$ cat config.mk
export PLATFORM = sky130hd
export DESIGN_NAME = multi_box_image
export DESIGN_NICKNAME = d
export VERILOG_FILES = /design/src/rtl/multi_box_pkg.sv /design/src/rtl/multi_box_image_box_mover.sv /design/src/rtl/multi_box_image.sv
export SDC_FILE = /design/constraint.sdc
export NUM_CORES = 1
export LEC_CHECK = 0
export ABC_CLOCK_PERIOD_IN_PS = 8730
export CORE_ASPECT_RATIO = 0.75
export CORE_MARGIN = 2
export CORE_UTILIZATION = 50
export CTS_CLUSTER_SIZE = 20
export DETAILED_ROUTE_END_ITERATION = 10
export GPL_TIMING_DRIVEN = 1
export PLACE_DENSITY = 0.67
export SYNTH_ARGS = -nofsm -noshare
export SYNTH_HDL_FRONTEND = slang
export SYNTH_SLANG_ARGS = --single-unit
$ cat constraint.sdc
create_clock -name clk -period 8.73 [get_ports clk]
set_clock_uncertainty 0.05 [all_clocks]
set_input_delay 1.3095 -clock clk [delete_from_list [all_inputs] [get_ports clk]]
set_output_delay 1.3095 -clock clk [all_outputs]
set_load 0.02 [all_outputs]
$ cat src/rtl/multi_box_pkg.sv
// -----------------------------------------------------------------------------
// multi_box_pkg
// Shared types and helpers for the multi_box_image bouncing-box generator.
//   POS_W / VEL_W    : storage widths of box coordinates and velocities.
//                      POS_W holds any legal coordinate plus a sign bit.
//   box_state_t      : per-box state (position, velocity, colour).
//   upd_state_t      : update sequencer states.
//   COLOR_FIRST/LAST : legal colour range; colour 0 (black) is never used.
//   next_colour()    : colour sequence 1..7, wrapping 7 -> 1.
// -----------------------------------------------------------------------------
package multi_box_pkg;

    localparam int POS_W   = 12;
    localparam int VEL_W   = 8;
    localparam int COLOR_W = 3;

    localparam logic [COLOR_W-1:0] COLOR_FIRST = 3'd1;
    localparam logic [COLOR_W-1:0] COLOR_LAST  = 3'd7;

    typedef enum logic {
        IDLE   = 1'b0,
        UPDATE = 1'b1
    } upd_state_t;

    typedef struct packed {
        logic signed [POS_W-1:0]   x;
        logic signed [POS_W-1:0]   y;
        logic signed [VEL_W-1:0]   xv;
        logic signed [VEL_W-1:0]   yv;
        logic        [COLOR_W-1:0] colour;
    } box_state_t;

    function automatic logic [COLOR_W-1:0] next_colour(input logic [COLOR_W-1:0] c);
        return (c == COLOR_LAST) ? COLOR_FIRST : c + 1'b1;
    endfunction

endpackage

$ cat src/rtl/multi_box_image_box_mover.sv
// -----------------------------------------------------------------------------
// box_mover
// Purely combinational next-state step for one box: advances position by
// velocity, clamps into the visible area and reflects velocity on a wall hit.
// Ports:
//   x, y          in  : current top-left corner (signed)
//   xv, yv        in  : current velocity (signed)
//   x_next,y_next out : clamped position after this frame
//   xv_next,yv_next out: velocity after this frame (negated on hit)
//   hit_x, hit_y  out : wall hit on each axis
// -----------------------------------------------------------------------------
module box_mover
    import multi_box_pkg::*;
#(
    parameter int SCREEN_WIDTH  = 640,
    parameter int SCREEN_HEIGHT = 480,
    parameter int BOX_SIZE      = 64
) (
    input  logic signed [POS_W-1:0] x,
    input  logic signed [POS_W-1:0] y,
    input  logic signed [VEL_W-1:0] xv,
    input  logic signed [VEL_W-1:0] yv,
    output logic signed [POS_W-1:0] x_next,
    output logic signed [POS_W-1:0] y_next,
    output logic signed [VEL_W-1:0] xv_next,
    output logic signed [VEL_W-1:0] yv_next,
    output logic                    hit_x,
    output logic                    hit_y
);

    // Highest legal top-left coordinate on each axis.
    localparam logic signed [POS_W:0] X_LIM = (POS_W+1)'(SCREEN_WIDTH - BOX_SIZE);
    localparam logic signed [POS_W:0] Y_LIM = (POS_W+1)'(SCREEN_HEIGHT - BOX_SIZE);

    // One extra bit on the trial position so a step past either wall is
    // representable: sign bit set means below 0. Touching the far limit
    // exactly already counts as a hit so the box reverses while fully visible.
    function automatic void step_axis(
        input  logic signed [POS_W-1:0] p,
        input  logic signed [VEL_W-1:0] v,
        input  logic signed [POS_W:0]   lim,
        output logic signed [POS_W-1:0] p_next,
        output logic signed [VEL_W-1:0] v_next,
        output logic                    hit
    );
        logic signed [POS_W:0] t;
        t   = (POS_W+1)'(p) + (POS_W+1)'(v);
        hit = t[POS_W] || (t >= lim);
        if (t[POS_W])
            p_next = '0;
        else if (t >= lim)
            p_next = lim[POS_W-1:0];
        else
            p_next = t[POS_W-1:0];
        v_next = hit ? -v : v;
    endfunction

    always_comb begin
        step_axis(x, xv, X_LIM, x_next, xv_next, hit_x);
        step_axis(y, yv, Y_LIM, y_next, yv_next, hit_y);
    end

endmodule

$ cat src/rtl/multi_box_image.sv
// -----------------------------------------------------------------------------
// multi_box_image
// Draws NUM_BOXES square boxes that bounce around the screen. Once per frame
// (frame_tick, outside pause) the boxes are stepped one per clock through a
// single shared box_mover. Pixel colour is a registered lookup of the current
// beam position against all boxes; the lowest-numbered box wins on overlap.
//
// Ports:
//   clk, rst               : pixel clock, synchronous active-high reset
//   position_x, position_y : current beam position
//   frame_tick             : one-cycle per-frame pulse (vertical blank)
//   pause                  : freeze motion while high
//   r, g, b                : 4-bit colour, one cycle after the position
//   update_busy            : high while box states are being stepped
//   overrun                : sticky; frame_tick arrived during an update
//
// Build option:
//   MULTI_BOX_COLOR_CYCLE_EN : when defined, a box advances its colour
//                              (1..7, wrapping) on every wall hit; otherwise
//                              colours keep their reset values.
// -----------------------------------------------------------------------------
module multi_box_image
    import multi_box_pkg::*;
#(
    parameter int SCREEN_WIDTH  = 640,
    parameter int SCREEN_HEIGHT = 480,
    parameter int NUM_BOXES     = 4,
    parameter int BOX_SIZE      = 64
) (
    input  logic                             clk,
    input  logic                             rst,
    input  logic [$clog2(SCREEN_WIDTH)-1:0]  position_x,
    input  logic [$clog2(SCREEN_HEIGHT)-1:0] position_y,
    input  logic                             frame_tick,
    input  logic                             pause,
    output logic [3:0]                       r,
    output logic [3:0]                       g,
    output logic [3:0]                       b,
    output logic                             update_busy,
    output logic                             overrun
);

`ifdef MULTI_BOX_COLOR_CYCLE_EN
    localparam bit COLOR_CYCLE = 1'b1;
`else
    localparam bit COLOR_CYCLE = 1'b0;
`endif

    localparam int IDX_W = (NUM_BOXES > 1) ? $clog2(NUM_BOXES) : 1;
    localparam logic [POS_W:0] BOX_EXT = (POS_W+1)'(BOX_SIZE);

    // Parameter legality, caught at elaboration.
    if (NUM_BOXES < 1 || NUM_BOXES > 8) begin : g_bad_num_boxes
        $error("multi_box_image: NUM_BOXES must be in 1..8");
    end
    if (NUM_BOXES * BOX_SIZE / 2 > SCREEN_WIDTH - BOX_SIZE) begin : g_bad_width
        $error("multi_box_image: initial box x positions exceed screen width");
    end
    if (NUM_BOXES * BOX_SIZE / 4 > SCREEN_HEIGHT - BOX_SIZE) begin : g_bad_height
        $error("multi_box_image: initial box y positions exceed screen height");
    end
    if ($clog2(SCREEN_WIDTH) + 1 > POS_W || $clog2(SCREEN_HEIGHT) + 1 > POS_W) begin : g_bad_pos_w
        $error("multi_box_image: screen too large for package coordinate width");
    end

    function automatic box_state_t reset_box(input int i);
        box_state_t bs;
        bs.x      = POS_W'(i * (BOX_SIZE / 2));
        bs.y      = POS_W'(i * (BOX_SIZE / 4));
        bs.xv     = VEL_W'(1 + (i % 3));
        bs.yv     = VEL_W'(1 + (i % 2));
        bs.colour = COLOR_W'((i % 7) + 1);
        return bs;
    endfunction

    upd_state_t              state;
    logic [IDX_W-1:0]        idx;
    box_state_t              boxes [NUM_BOXES];
    box_state_t              cur_box;
    box_state_t              nxt_box;
    logic signed [POS_W-1:0] nxt_x, nxt_y;
    logic signed [VEL_W-1:0] nxt_xv, nxt_yv;
    logic                    hit_x, hit_y;

    // Select the box being stepped this cycle.
    always_comb begin
        cur_box = boxes[0];
        for (int i = 1; i < NUM_BOXES; i++) begin
            if (idx == IDX_W'(i))
                cur_box = boxes[i];
        end
    end

    box_mover #(
        .SCREEN_WIDTH  (SCREEN_WIDTH),
        .SCREEN_HEIGHT (SCREEN_HEIGHT),
        .BOX_SIZE      (BOX_SIZE)
    ) u_box_mover (
        .x       (cur_box.x),
        .y       (cur_box.y),
        .xv      (cur_box.xv),
        .yv      (cur_box.yv),
        .x_next  (nxt_x),
        .y_next  (nxt_y),
        .xv_next (nxt_xv),
        .yv_next (nxt_yv),
        .hit_x   (hit_x),
        .hit_y   (hit_y)
    );

    // A corner hit reflects both axes but advances the colour only once.
    always_comb begin
        nxt_box    = cur_box;
        nxt_box.x  = nxt_x;
        nxt_box.y  = nxt_y;
        nxt_box.xv = nxt_xv;
        nxt_box.yv = nxt_yv;
        if (COLOR_CYCLE && (hit_x || hit_y))
            nxt_box.colour = next_colour(cur_box.colour);
    end

    // Update sequencer: one box per cycle, then back to IDLE.
    always_ff @(posedge clk) begin
        if (rst) begin
            state   <= IDLE;
            idx     <= '0;
            overrun <= 1'b0;
            for (int i = 0; i < NUM_BOXES; i++)
                boxes[i] <= reset_box(i);
        end else begin
            case (state)
                IDLE: begin
                    if (frame_tick && !pause) begin
                        state <= UPDATE;
                        idx   <= '0;
                    end
                end
                UPDATE: begin
                    // A new frame request cannot be honoured mid-update.
                    if (frame_tick && !pause)
                        overrun <= 1'b1;
                    for (int i = 0; i < NUM_BOXES; i++) begin
                        if (idx == IDX_W'(i))
                            boxes[i] <= nxt_box;
                    end
                    if (idx == IDX_W'(NUM_BOXES - 1)) begin
                        state <= IDLE;
                        idx   <= '0;
                    end else begin
                        idx <= idx + 1'b1;
                    end
                end
                default: state <= IDLE;
            endcase
        end
    end

    assign update_busy = (state == UPDATE);

    // ---- stage p0: hit-test beam position against every box ----
    logic [POS_W:0]         px_p0, py_p0;
    logic [POS_W:0]         bx, by;
    logic [COLOR_W-1:0]     pix_colour_p0;

    assign px_p0 = (POS_W+1)'(position_x);
    assign py_p0 = (POS_W+1)'(position_y);

    // Walk from the highest index down so the lowest index is written last.
    always_comb begin
        pix_colour_p0 = '0;
        bx            = '0;
        by            = '0;
        for (int i = NUM_BOXES - 1; i >= 0; i--) begin
            bx = {1'b0, boxes[i].x};
            by = {1'b0, boxes[i].y};
            if (px_p0 >= bx && px_p0 < bx + BOX_EXT &&
                py_p0 >= by && py_p0 < by + BOX_EXT)
                pix_colour_p0 = boxes[i].colour;
        end
    end

    // ---- stage p1: registered colour output ----
    always_ff @(posedge clk) begin
        if (rst) begin
            r <= '0;
            g <= '0;
            b <= '0;
        end else begin
            r <= {4{pix_colour_p0[0]}};
            g <= {4{pix_colour_p0[1]}};
            b <= {4{pix_colour_p0[2]}};
        end
    end

endmodule

* Word-level counts from Yosys, hierarchy flattened
Memories as Yosys holds them, arrays and structs flattened. Cells that the tools add are included.
Operators by class: equality and inequality tests 4, reductions and logical operators 18, bitwise gates (word level) 5, mux-type cells 41, magnitude comparators 18, add/subtract/negate cells 13
Operators with widths (number):
- 43-bit two-way mux | 7
- 12-bit by 7-bit adder with 13-bit output, second input constant | 8
- 10-bit by 13-bit < comparator with 1-bit output | 4
- 9-bit by 13-bit < comparator with 1-bit output | 4
- 10-bit by 12-bit greater-or-equal comparator with 1-bit output | 4
- 9-bit by 12-bit greater-or-equal comparator with 1-bit output | 4
- 12-bit two-way mux | 4
- 12-bit by 8-bit adder with 13-bit output | 2
- 1-bit two-way mux | 20
- 8-bit two-way mux | 2
- 8-bit negation | 2
- 13-bit by 10-bit greater-or-equal comparator with 1-bit output, second input constant | 1
- 13-bit by 11-bit greater-or-equal comparator with 1-bit output, second input constant | 1
- 1-bit logical AND | 13
- 3-bit two-way mux | 4
- 2-bit == test, second input constant | 2
- 2-bit two-way mux | 2
- 1-bit OR | 4
- 2-bit case mux with 2 select lines | 1
- 2-bit by 1-bit adder with 2-bit output, second input constant | 1
- 2-bit by 1-bit == test with 1-bit output, second input constant | 1
- 2-bit zero test | 1
- 1-bit logical OR | 2
- 2-bit inequality test, second input constant | 1
- 4 further kinds | 4
Storage, ports and cells: bits of input ports 23, memory bits (writable) 172, flip-flop bits (word level) 7, memories 1, output and inout port bits 14
Memories:
- boxes | words 4, bits a word 43, rd ports 4, clocked after memory_dff 0, wr ports 4, line multi_box_image.sv:78 | box_state_t boxes [NUM_BOXES];

* Depth between registers and ports, before layout
Gate-level depths: netlist (run 1). An unclocked memory read counts as a cell.
word-level depth 10, mapped depth 26, depth with buffers taken out 20

* Cells and area by module
A second synthesis (run 1) with hierarchy kept.
Second synthesis, totals: cell total of the unflattened synthesis 1347, area, all modules 13018.7 um^2
Modules (own cells, without submodules):
- multi_box_image | times used 1, cells an instance 1102, sequential area each 5305.1 um^2, area an instance 11338.4 um^2
- box_mover | times used 1, cells an instance 245, sequential area each 0.0 um^2, area an instance 1680.4 um^2

* Least setup slack after synthesis (run 1)
OpenSTA, ideal clock, no wires.
path kind reg-to-reg, start point register idx[0], end point memory boxes[0][6] (netlist name) (data pin), data required time 8.415 ns, arrival time 5.735 ns, setup time 0.265 ns, buffers on the path 9, stages on the path, launching flop included 26, clock period less this slack 6.050 ns, slack 2.680 ns, path through dfxtp_1 > ha_1 > buf_2 > buf_2 > buf_2 > buf_1 > clkbuf_1 > buf_1 > clkbuf_1 > buf_1 > nand2_1 > o21ai_0 > ha_1 > inv_1 > fa_1 > nor2b_1 > o221ai_1 > a2111oi_1 > o2111ai_1 > a21oi_1 > a21boi_1 > a2111oi_2 > buf_4 > a31oi_1 > xor2_1 > nor2_1
RTL lines:
- start: declaration | line multi_box_image.sv:77 | logic [IDX_W-1:0] idx;
- start signal: assignment | line multi_box_image.sv:150 | idx <= idx + 1'b1;
- end: declaration | line multi_box_image.sv:78

==> results of run 1 <==
-- layout by cell type, fill, tap and decap left out, types with 36 or more instances in the layout --
cell type / instances
nand3_1: 40
nand2_1: 144
mux2i_1: 53
o21ai_0: 66
ha_1: 136
inv_1: 113
nor2_1: 142
edfxtp_1: 172
clkdlybuf4s50_1: 36
nor3_1: 95
a21oi_1: 90
-- power by group --
part           switching, µW  internal, µW  total (µW)
clock                    364           457         821
sequential              28.3           985        1010
combinational            555           272         827
-- area by class of cell --
class	instances	share of cell area, %
well taps	351	2.92
inverters	115	2.87
repair buffers	54	3.30
flip-flops and latches	179	35.3
multi-input cells	1145	51.5
clock inverters	13	1.16
clock buffers	19	2.88
-- per-stage QoR --
| stage | hold WS, ns | std cells | setup WS, ns | util (%) | power, µW |
|---|---|---|---|---|---|
| after floorplan | 0.515 | 1528 | 2.68 | - | 1630 |
| after global placement | 0.409 | 1844 | 2.08 | 53.3 | 1830 |
| after detailed placement | 0.413 | 1844 | 1.81 | 53.3 | 1840 |
| after CTS | 0.431 | 1876 | 1.75 | 55.5 | 2660 |
| after global routing | 0.504 | 1876 | 1.11 | 55.5 | 2790 |
| final | 0.431 | 1876 | 1.73 | 55.5 | 2660 |
-- logic make-up after synthesis --
logic type / synth area share, %
XOR/XNOR: 2.94
AO/OA/AOI/OAI: 15.5
AND/OR/NAND/NOR: 19.4
multiplexers: 4.59
flip-flops: 38.5
buffers and inverters: 6.08
adder cells (fa/ha/maj): 13.0
other: 0.0272
-- layer usage --
| layer | vias up | track usage, % | part of all wire [%] |
|---|---|---|---|
| met1 | 5338 | 37.9 | 46 |
| met4 | 0 | 8.79 | 2.5 |
| li1 | 5529 | - | - |
| met3 | 55 | 3.70 | 7.3 |
| met2 | 421 | 42.3 | 44 |
| met5 | - | 0 | 0 |
-- flip-flops by register name, summed over array words and instances (netlist names) --
| register | count |
|---|---|
| boxes | 172 |
| idx | 2 |
| b | 1 |
| g | 1 |
| overrun | 1 |
| r | 1 |
| update_busy | 1 |
-- worst min path at each step --
stage,startpoint,endpoint,cells after the start,slack (ns)
6_report,overrun$_SDFFE_PP0P_,overrun$_SDFFE_PP0P_,2,0.43
5_1_grt,overrun$_SDFFE_PP0P_,overrun$_SDFFE_PP0P_,2,0.50
4_1_cts,overrun$_SDFFE_PP0P_,overrun$_SDFFE_PP0P_,2,0.43
3_5_place_dp,overrun$_SDFFE_PP0P_,overrun$_SDFFE_PP0P_,2,0.41
3_3_place_gp,overrun$_SDFFE_PP0P_,overrun$_SDFFE_PP0P_,2,0.41
2_1_floorplan,boxes[0][2]$_SDFFCE_PN0P_,b[0]$_SDFF_PP0_,2,0.51
-- worst max-delay path, cell delays in order (launching register included) --
cell,delay (ns)
dfxtp_1,0.36
inv_1,0.14
ha_2,0.88
mux2_2,0.30
nand2_1,0.05
a21oi_1,0.16
a21oi_1,0.13
inv_1,0.16
ha_1,0.17
inv_1,0.05
fa_1,0.40
nor2b_1,0.27
o221ai_1,0.18
a2111oi_1,0.63
o2111ai_1,0.24
a21oi_1,0.31
a21boi_1,0.13
a2111oi_2,0.87
nand3_1,0.67
mux2i_1,0.47
nor2_1,0.08
==> flow_summary.yaml, run 1 <==
sta:
  fin_tns_setup_ns: 0
  rsz0062_at_grt: "false"
  finalHoldViolations: 0
  fmax_mhz: 143
  min_period_ns: 7.00
  final-max-slew-violation-count: 1
  worst_slew_pin_slew_ns: 1.47
  slew_headroom_pct: -0.491
  setup_violations: 0
  fin_crit_sh_pct: 80.2
clock_tree:
  htree_levels: 4
  cts_tree: "yes"
  root_buffer: "clkbuf_16"
  clock-sinks: 179
  cts.repair.resized: 0
  post_cts_buffers: 0
  holdBufCountCts: 0
  clockBufferDepth: 2
  clk_latency_ns: 0.45
  cts_made_buffers: 17
  clk_pin_slew_ns: 0.08
status:
  status: "finished, violations left"
  failed_checks: "max-capacitance violations, max-slew violations"
drt:
  drtIter0Drc: 964
  via_per_inst: 6.05
  vias: 11300
  wl_per_cell_um: 20.2
  ant_nets: 0
  routed_wl_um: 37900
  drt-pass1-iter-count: 6
  drc: 0
layout:
  area_growth_pct: 9.04
  n_antenna_cell: 0
  finalInstanceArea_um2: 15000
  nets: 1676
  n_fill_cell: 2418
  drive_above_1_share_pct: 6.03
  regArea_um2: 5310
  multi_input_comb_area_um2: 7740
logic_synthesis:
  synth_top_area_cell: "edfxtp_1"
  synth_common_cells: "edfxtp_1, nand2_1, nor2_1"
  synth.distinct_cells: 87
  syn_inst: 1509
  synth_most_common_cell: "edfxtp_1"
  synth_top_cells_by_area: "edfxtp_1, ha_1, nand2_1"
  avgSynthCellArea_um2: 9.13
  syn-cell-area_um2: 13800
  synth_top_area_share_pct: 37.5
  ys_warn_count: 0
  synth-async-reset-ratio_pct: 0
  ys_seq_area_share_pct: 38.5
  synth-edff-count: 172
  ys_ff_latch: 179
  ys.flop_type: "edfxtp_1"
floorplan:
  num_rows: 52
  io_pins: 37
  initial_core_util_pct: 50.9
  die_x_um: 196
  die_y_um: 148
  dieArea_um2: 28900
  fp.coreArea_um2: 27100
global_routing:
  grt_pass1_vias: 10800
  track_usage_pct: 26.7
  antenna_found_initial: 1
  grt_max_degree: 72
  grt-ovfl-total: 0
  grt_pass1_wl_um: 59200
power:
  p_leak_uw: 0.00583
  power_density_nw_per_um2: 177
  ir_drop_v: 0.000164
worst_hold_path:
  min_path_type: "flip-flop to flip-flop"
critical_path:
  worstSetupEndpointType: "flip-flop"
  critPathArrivalTime_ns: 7.12
  r2r_end: "boxes[0][4]$_SDFFCE_PN0P_"
  startpoint_type: "flip-flop"
  rr_startpoint: "idx[1]$_SDFFE_PP0P_"
  worstPathRequired_ns: 8.85
  r2r_cells: 20
  rrSetupSlack_ns: 1.73
  path_class: "flip-flop to flip-flop"
  crit_fanout: 33
  crit_end: "boxes[0][4]$_SDFFCE_PN0P_"
  crit_path_start: "idx[1]$_SDFFE_PP0P_"
place:
  portBuffers: 36
  post-dp-hpwl_um: 25900
  gp_congestion: 0.953
  place_area_um2: 14400
flow_run:
  maxCapViolCount: 1
Power figures use the tool's default switching activity.
==> run 2: changes to the inputs <==
Settings changed: ABC_CLOCK_PERIOD_IN_PS 8730 to 6800.
Clock period 8.73 ns to 6.8 ns, I/O delays scaled along.
==> flow_summary.yaml, run 2 (synthesis gave the netlist of run 1 again) <==
critical_path:
  worstSetupEndpointType: "flip-flop"
  crit_fanout: 25
  critPathArrivalTime_ns: 6.17
  startpoint_type: "flip-flop"
  worstPathRequired_ns: 6.92
  path_class: "flip-flop to flip-flop"
clock_tree:
  holdBufCountCts: 0
  clk_pin_slew_ns: 0.07
  cts.repair.resized: 0
  cts_tree: "yes"
  clockBufferDepth: 2
  htree_levels: 4
  post_cts_buffers: 0
  clk_latency_ns: 0.46
  root_buffer: "clkbuf_16"
  clock-sinks: 179
  cts_made_buffers: 17
drt:
  via_per_inst: 6.13
  drt-pass1-iter-count: 5
  routed_wl_um: 39200
  wl_per_cell_um: 20.8
  drtIter0Drc: 1112
  drc: 0
  vias: 11600
  ant_nets: 0
floorplan:
  die_x_um: 196
  io_pins: 37
  num_rows: 52
  die_y_um: 148
  dieArea_um2: 28900
  fp.coreArea_um2: 27100
  initial_core_util_pct: 50.9
layout:
  drive_above_1_share_pct: 6.77
  n_antenna_cell: 0
  mostFrequentLayoutCells: "edfxtp_1, nand2_1, nor2_1"
  finalInstanceArea_um2: 15000
  final_common_cell: "edfxtp_1"
  largest_registers: "boxes x172, idx x2"
  largest_reg_flops: 172
  nets: 1687
  area_growth_pct: 9.10
  top_register: "boxes"
place:
  portBuffers: 36
  place_area_um2: 14500
  dpl_worst_slack_ns: 0.811
  post-dp-hpwl_um: 27600
  gp_congestion: 0.920
global_routing:
  grt_max_degree: 66
  track_usage_pct: 27.4
  grt_use_met1_pct: 39.3
  grtUsageMet3_pct: 4.08
  grtUsageMet2_pct: 43.4
  grt.busiest_layer: "met2"
  antenna_found_initial: 1
  grt_pass1_wl_um: 61100
  grt-ovfl-total: 0
  grt_pass1_vias: 10900
sta:
  setup_violations: 0
  worst_slew_pin_slew_ns: 1.46
  fmax_mhz: 165
  fin_crit_sh_pct: 88.9
  final-max-slew-violation-count: 0
  timing.hold.ws_ns: 0.447
  fin_tns_setup_ns: 0
  min_period_ns: 6.05
  layout_setup_ws_ns: 0.752
  finalHoldViolations: 0
  rsz0062_at_grt: "false"
  slew_headroom_pct: 0.116
worst_hold_path:
  min_path_type: "flip-flop to flip-flop"
power:
  ir_drop_v: 0.000174
  power_density_nw_per_um2: 222
  p_leak_uw: 0.00585
status:
  failed_checks: "max-capacitance violations"
  status: "finished, violations left"
flow_run:
  maxCapViolCount: 1
==> run 2: cell count changes in the layout (fill, tap and decap cells not counted), sizes merged <==
cell / change
clkinv: +3
bufinv: -3
buf: +11
clkinvlp: +1
clkbuf: -1
==> run 2: routing by layer <==
layer / up-vias / wire length, µm
li1: 5538 / -
met1: 5484 / 17900
met2: 490 / 17600
met3: 63 / 2890
met4: 0 / 802
met5: - / 0
==> run 2: layout make-up <==
type | instances | area, µm²
Clock buffer | 18 | 439
Clock inverter | 14 | 101
Fill cell | 2385 | 12000
Inverter | 115 | 432
Multi-Input combinational cell | 1145 | 7740
Sequential cell | 179 | 5310
Tap cell | 351 | 439
Timing Repair Buffer | 65 | 578
==> run 2: metrics by stage <==
stage,std cells,util (%),total power [µW]
2_1_floorplan,1528,-,2090
5_1_grt,1887,55.5,3490
4_1_cts,1887,55.5,3320
6_report,1887,55.5,3330
3_5_place_dp,1855,53.5,2380
3_3_place_gp,1855,53.5,2370
==> run 2: final timing paths <==
| path | startpoint | slack [ns] | to | cells after the start |
|---|---|---|---|---|
| setup / recovery | idx[1]$_SDFFE_PP0P_ | 0.75 | boxes[3][4]$_SDFFCE_PN1P_ | 20 |
| hold / removal | overrun$_SDFFE_PP0P_ | 0.45 | overrun$_SDFFE_PP0P_ | 2 |
| setup reg to reg | idx[1]$_SDFFE_PP0P_ | 0.75 | boxes[3][4]$_SDFFCE_PN1P_ | 20 |
| hold reg to reg | overrun$_SDFFE_PP0P_ | 0.45 | overrun$_SDFFE_PP0P_ | 2 |
==> run 2: where the power goes <==
group	switching, µW	total [µW]	internal [µW]
registers	38.9	1300	1260
logic	716	1080	365
clock network	466	947	480
==> run 2: critical path: stages (launching register included) <==
cell and delay, ns:
dfxtp_1 0.35, inv_1 0.13, ha_2 0.68, mux2_2 0.28, nand2_1 0.05, a21oi_1 0.16, a21oi_1 0.14, inv_1 0.15
ha_1 0.18, inv_1 0.05, fa_1 0.39, nor2b_1 0.26, o221ai_1 0.18, a2111oi_1 0.61, o2111ai_1 0.23, a21oi_1 0.30
a21boi_1 0.13, a2111oi_2 0.35, nand3_1 0.50, mux2i_1 0.50, nand2_1 0.09
==> run 3: changes to the inputs <==
--- a/config.mk
+++ b/config.mk
@@ -11,2 +11,3 @@
 export CORE_UTILIZATION = 50
+export CTS_CLUSTER_DIAMETER = 60
 export CTS_CLUSTER_SIZE = 20
--- a/constraint.sdc
+++ b/constraint.sdc
@@ -4,2 +4,2 @@
 set_output_delay 1.02 -clock clk [all_outputs]
-set_load 0.02 [all_outputs]
+set_load 0.1 [all_outputs]
==> results of run 3 <==
Same layout as run 2 (identical final DEF). Status: finished, violations left: max-capacitance violations.
Among the figures that moved: total power 3330 µW -> 3340 µW
